===== src/rtl/regfile_wb_arbiter_pkg.sv =====
// Shared LC-3b datapath types for the writeback path.
//   lc3b_word     : 16-bit datapath word
//   lc3b_reg      : 3-bit register index (R0..R7)
//   lc3b_wb_req   : one writeback request / output-stage entry
//   LC3B_NUM_REGS : number of architectural registers
package lc3b_types;

    typedef logic [15:0] lc3b_word;
    typedef logic [2:0]  lc3b_reg;

    localparam int LC3B_NUM_REGS = 8;

    typedef struct packed {
        logic     valid;
        lc3b_reg  dest;
        lc3b_word data;
    } lc3b_wb_req;

endpackage


===== src/rtl/regfile_wb_arbiter_rr_arbiter.sv =====
// Round-robin priority picker.
//   req : request vector
//   ptr : index holding highest priority this cycle (must be < N)
//   en  : when low no grant is issued
//   gnt : one-hot grant (all zero when nothing wins)
module rr_arbiter #(
    parameter int N = 3
) (
    input  logic [N-1:0]         req,
    input  logic [$clog2(N)-1:0] ptr,
    input  logic                 en,
    output logic [N-1:0]         gnt
);

    localparam int PW = $clog2(N);

    // pos carries one extra bit so ptr+i can exceed N before folding back.
    logic [PW:0] pos;
    logic        found;

    always_comb begin
        gnt   = '0;
        found = 1'b0;
        pos   = '0;
        for (int i = 0; i < N; i++) begin
            pos = {1'b0, ptr} + (PW+1)'(i);
            if (pos >= (PW+1)'(N))
                pos = pos - (PW+1)'(N);
            if (en && !found && req[pos[PW-1:0]]) begin
                gnt[pos[PW-1:0]] = 1'b1;
                found            = 1'b1;
            end
        end
    end

endmodule


===== src/rtl/regfile_wb_arbiter.sv =====
// Register-file write-port arbiter. NUM_REQ writeback sources compete
// round-robin for a single registered output stage that drives the
// register file write port.
//   clk, reset_n        : clock, async active-low reset
//   req_valid/dest/data : per-requester write requests
//   req_ready           : one-hot grant (transfer on valid & ready)
//   hold                : freezes the write port
//   load/dest/data_in   : register file write enable/address/data
//   pending             : per-register "accepted but not yet written"
//   wb_count            : saturating count of performed writes
module regfile_wb_arbiter
    import lc3b_types::*;
#(
    parameter int NUM_REQ = 3,
    parameter int CNT_W   = 16
) (
    input  logic                      clk,
    input  logic                      reset_n,
    input  logic [NUM_REQ-1:0]        req_valid,
    input  lc3b_reg  [NUM_REQ-1:0]    req_dest,
    input  lc3b_word [NUM_REQ-1:0]    req_data,
    output logic [NUM_REQ-1:0]        req_ready,
    input  logic                      hold,
    output logic                      load,
    output lc3b_reg                   dest,
    output lc3b_word                  data_in,
    output logic [LC3B_NUM_REGS-1:0]  pending,
    output logic [CNT_W-1:0]          wb_count
);

    localparam int PW = $clog2(NUM_REQ);

    lc3b_wb_req                out_q;
    lc3b_wb_req                win;
    logic [PW-1:0]             rr_ptr;
    logic [PW-1:0]             win_idx;
    logic [PW-1:0]             ptr_next;
    logic [NUM_REQ-1:0]        gnt;
    logic [LC3B_NUM_REGS-1:0]  pending_next;
    logic                      accept_en;
    logic                      accept;
    logic                      drain;

    assign drain = out_q.valid & ~hold;

    // Accepting while draining keeps one write per cycle. Gating with
    // reset_n keeps grants off for the whole reset window.
    assign accept_en = reset_n & (~out_q.valid | ~hold);

    rr_arbiter #(.N(NUM_REQ)) u_arb (
        .req (req_valid),
        .ptr (rr_ptr),
        .en  (accept_en),
        .gnt (gnt)
    );

    assign req_ready = gnt;
    assign accept    = |gnt;

    always_comb begin
        win     = '0;
        win_idx = '0;
        for (int i = 0; i < NUM_REQ; i++) begin
            if (gnt[i]) begin
                win.dest = req_dest[i];
                win.data = req_data[i];
                win_idx  = PW'(i);
            end
        end
        win.valid = accept;
    end

    assign ptr_next = (win_idx == PW'(NUM_REQ-1)) ? '0 : win_idx + PW'(1);

    // Set beats clear: an accept to the register being drained this
    // cycle must leave its pending bit up.
    always_comb begin
        pending_next = pending;
        if (drain)
            pending_next[out_q.dest] = 1'b0;
        if (accept)
            pending_next[win.dest] = 1'b1;
    end

    always_ff @(posedge clk or negedge reset_n) begin
        if (!reset_n) begin
            out_q    <= '0;
            rr_ptr   <= '0;
            pending  <= '0;
            wb_count <= '0;
        end else begin
            if (accept) begin
                out_q  <= win;
                rr_ptr <= ptr_next;
            end else if (drain) begin
                out_q.valid <= 1'b0;
            end
            pending <= pending_next;
            if (drain && (wb_count != '1))
                wb_count <= wb_count + CNT_W'(1);
        end
    end

    assign load    = drain;
    assign dest    = out_q.dest;
    assign data_in = out_q.data;

endmodule


===== config.mk =====
export PLATFORM = sky130hd
export DESIGN_NAME = regfile_wb_arbiter
export DESIGN_NICKNAME = d
export VERILOG_FILES = /design/src/rtl/regfile_wb_arbiter_pkg.sv /design/src/rtl/regfile_wb_arbiter_rr_arbiter.sv /design/src/rtl/regfile_wb_arbiter.sv
export SDC_FILE = /design/constraint.sdc
export NUM_CORES = 1
export LEC_CHECK = 0
export ABC_AREA = 1
export BUFFER_PORTS_ARGS = -buffer_cell sky130_fd_sc_hd__buf_2
export CAP_MARGIN = 15
export CORE_MARGIN = 2
export CORE_UTILIZATION = 44
export DETAILED_ROUTE_END_ITERATION = 10
export PLACE_DENSITY_LB_ADDON = 0.05
export SLEW_MARGIN = 15
export SYNTH_ARGS = -nofsm -noshare
export SYNTH_HDL_FRONTEND = slang
export SYNTH_SLANG_ARGS = --single-unit

===== constraint.sdc =====
create_clock -name clk -period 2 [get_ports clk]
set_clock_uncertainty 0.05 [all_clocks]
set_input_delay 0.3 -clock clk [delete_from_list [all_inputs] [get_ports clk]]
set_output_delay 0.3 -clock clk [all_outputs]
set_load 0.01 [all_outputs]

==> summary.md <==
| Metric | Value |
|---|---|
| # hold bufs at CTS | `0` |
| CP Data Required Time | `1650 ps` |
| Outcome | `finished, violations left` |
| Non-Filler Instances | `570` |
| Area grow syn2layout | `51.0%` |
| Fin. max-slew vios | `0` |
| RSZ-0062 raised after global routing | `true` |
| RR Endpoint | `data_in[8]` |
| Nets | `562` |
| DR vias | `2,834` |
| Total power draw | `7.02 mW` |
| Largest net degree at the start of global routing | `47` |
| Setup TNS Final | `-9420 ps` |
| Clk sinks | `46` |
| Slew margin rel. | `0.610` |
| Fmax | `423 MHz` |
| Post-layout min period | `2360 ps` |
| Post-route clock period utilization | `1.18` |
| R2R Path Start | `rr_ptr[0]` |
| Worst R2R Path Depth | `14` |
| Clock transition at the registers of the reported paths | `90 ps` |
| Yosys warning count | `0` |
| Most used cell along the critical path | `buf_6` |
| Layout cells sized above 1 | `0.483` |
| Antenna Cells | `0` |
| Initial antenna violation count | `0` |
| Commonest non-fill, non-tap cell in the layout | `nand2_1` |
| Pleak | `2.10 nW` |
| Setup slack after layout | `-363 ps` |
| GPL Wtd Cong | `0.874` |
| Global-route wire length before repair | `11,800 um` |
| Critical Path AT | `2010 ps` |
| Crit Path Class | `reg2out` |
| CP max FO | `4` |
| Vias in the first global route | `2,617` |
| Crit path launch type | `register` |
| R2R Setup Slk | `-330 ps` |
| Mapped cell area | `2700 um2` |
| H-tree depth | `2` |
| CTS Buffer Depth | `2` |
| Syn Area/Cell | `7.69 um2` |
| Min-Delay Path Class | `in2async` |
| Die X-Extent | `82.3 um` |
| Clk_lat worst skew | `300 ps` |
| Dpl cells | `539` |
| Max VDD drop | `1.05 mV` |
| DR pass1 iterations | `4` |
| DP Worst Slack | `-302 ps` |
| Routed Wire Length | `7740 um` |
| Detailed Place HPWL | `5420 um` |
| Iter 0 DRT Violations | `109` |
| Final setup vio count | `33` |
| Port buffer count | `109` |
| Slowest cell delay on critical path | `420 ps` |
| Die height | `82.3 um` |
| Crit path capture type | `primary output` |
| Post-synthesis sequential area ratio | `0.426` |
| Seq cells post-synth | `46` |
| Row count | `28` |
| Power Density | `1720 nW/um2` |
| Drt wl/cell | `13.6 um` |
| CP max stage cell | `dfrtp_1` |
| Die Area | `6780 um2` |
| Clock root buffer | `clkbuf_8` |
| Via density | `4.97` |
| Failing checks | `setup timing` |
| Number of routed nets with antenna violations | `0` |
| Max_cap viols | `0` |
| Core Area | `5920 um2` |
| Mapped Nets | `419` |
| Num CTS Buffers | `5` |
| Distinct cell type count of the synthesized netlist | `29` |
| CP Cell Sequence | `inv_2 > ha_4 > inv_4 > nand3_1 > nand2_4 > nand4_1 > nand3_2 > buf_6 > buf_6 > buf_6` |
| Least-Margin Pin Slew | `586 ps` |
| I/O pin count | `110` |
| Commonest cells after routing, fill and taps aside | `nand2_1 (111), buf_2 (107), dfrtp_1 (45)` |
| Count of final hold-check violations | `0` |
| Starting Density | `0.456` |
| Hold slack final | `57.9 ps` |
| TritonCTS clock tree | `yes` |
| GRT overflow | `0` |
| Number of remaining DRC errors | `0` |
| Total Routing Usage GR | `0.230` |
| Gate count of the mapped netlist | `351` |
power breakdown:
part	internal (mW)	switching, mW	total (mW)
Sequential	1.30	0.231	1.53
Combinational	2.34	2.56	4.90
Clock	0.246	0.338	0.584
Total	3.89	3.13	7.02
through the flow:
step / instance area, um2 / utilization
2_1_floorplan: 2760 / -
3_3_place_gp: 3450 / 0.582
3_5_place_dp: 3450 / 0.582
4_1_cts: 3870 / 0.654
5_1_grt: 4080 / 0.689
6_report: 4080 / 0.689
area by class of cell:
cell class                      count  area [um2]
Timing Repair Buffer              160        1060
Clock buffer                        5        68.8
Multi-Input combinational cell    250        1550
Fill cell                         477        1840
Clock inverter                      3        21.3
Tap cell                           75        93.8
Inverter                           31         134
Sequential cell                    46        1150
worst max-delay path, delay by kind of cell (launching register included):
family,cells,cell delay (ps)
adder cells (fa/ha/maj),1,230
buffers and inverters,5,470
flip-flops,1,420
AND/OR/NAND/NOR,4,580
what timing repair did:
action                     4_1_cts  5_1_grt
setup endpoints to repair       32       37
gates cloned                     1        0
pin swaps                       13       18
buffers inserted                18        4
gates resized for setup         36       43
synth_stat cells (all sizes together):
cell / instances / share of area
nand2: 126 / 0.18
dfrtp: 46 / 0.43
nand3: 44 / 0.085
inv: 31 / 0.043
buf: 24 / 0.065
nor2: 23 / 0.047
o21ai: 15 / 0.029
nand4: 12 / 0.028
xnor2: 7 / 0.023
xor2: 7 / 0.023
ha: 5 / 0.023
a21oi: 3 / 0.0070
a31oi: 2 / 0.0046
nand3b: 2 / 0.0056
nor2b: 1 / 0.0023
nor3: 1 / 0.0019
nor4: 1 / 0.0023
o22ai: 1 / 0.0023
routing by layer:
layer | GRT usage | up-vias | routed length, um
met5 | 0 | - | 0
met3 | 0.0533 | 19 | 465
met2 | 0.392 | 98 | 3840
li1 | - | 1392 | -
met1 | 0.278 | 1325 | 3250
met4 | 0.0967 | 0 | 192
state kept, by name, summed over array words and instances (netlist names):
signal	flops
pending	8
rr_ptr	2
wb_count	16
data_in	16
dest	3
out_q	1
cells by family (layout without fill, tap and decap cells):
family | Yosys count | in the layout | share of synthesized area
adders and majority gates | 5 | 5 | 0.0232
and+or+nand+nor | 210 | 210 | 0.354
buffers and inverters | 55 | 199 | 0.108
xor gates and xnor gates | 14 | 14 | 0.0454
DFF | 46 | 46 | 0.426
AOI/OAI and AO/OA | 21 | 21 | 0.0431
worst max-delay path by stage:
stage	from	to	slack (ps)	cells past startpoint
final	rr_ptr[0]	req_ready[2]	-360	10
after floorplan	rr_ptr[1]	pending[0]	-20	16
after global placement	rr_ptr[0]	pending[2]	-210	14
after CTS	rr_ptr[0]	req_ready[1]	-330	11
after global routing	rr_ptr[0]	req_ready[2]	-470	10
after detailed placement	rr_ptr[0]	pending[3]	-300	15
(Power assumes the default switching activity.)
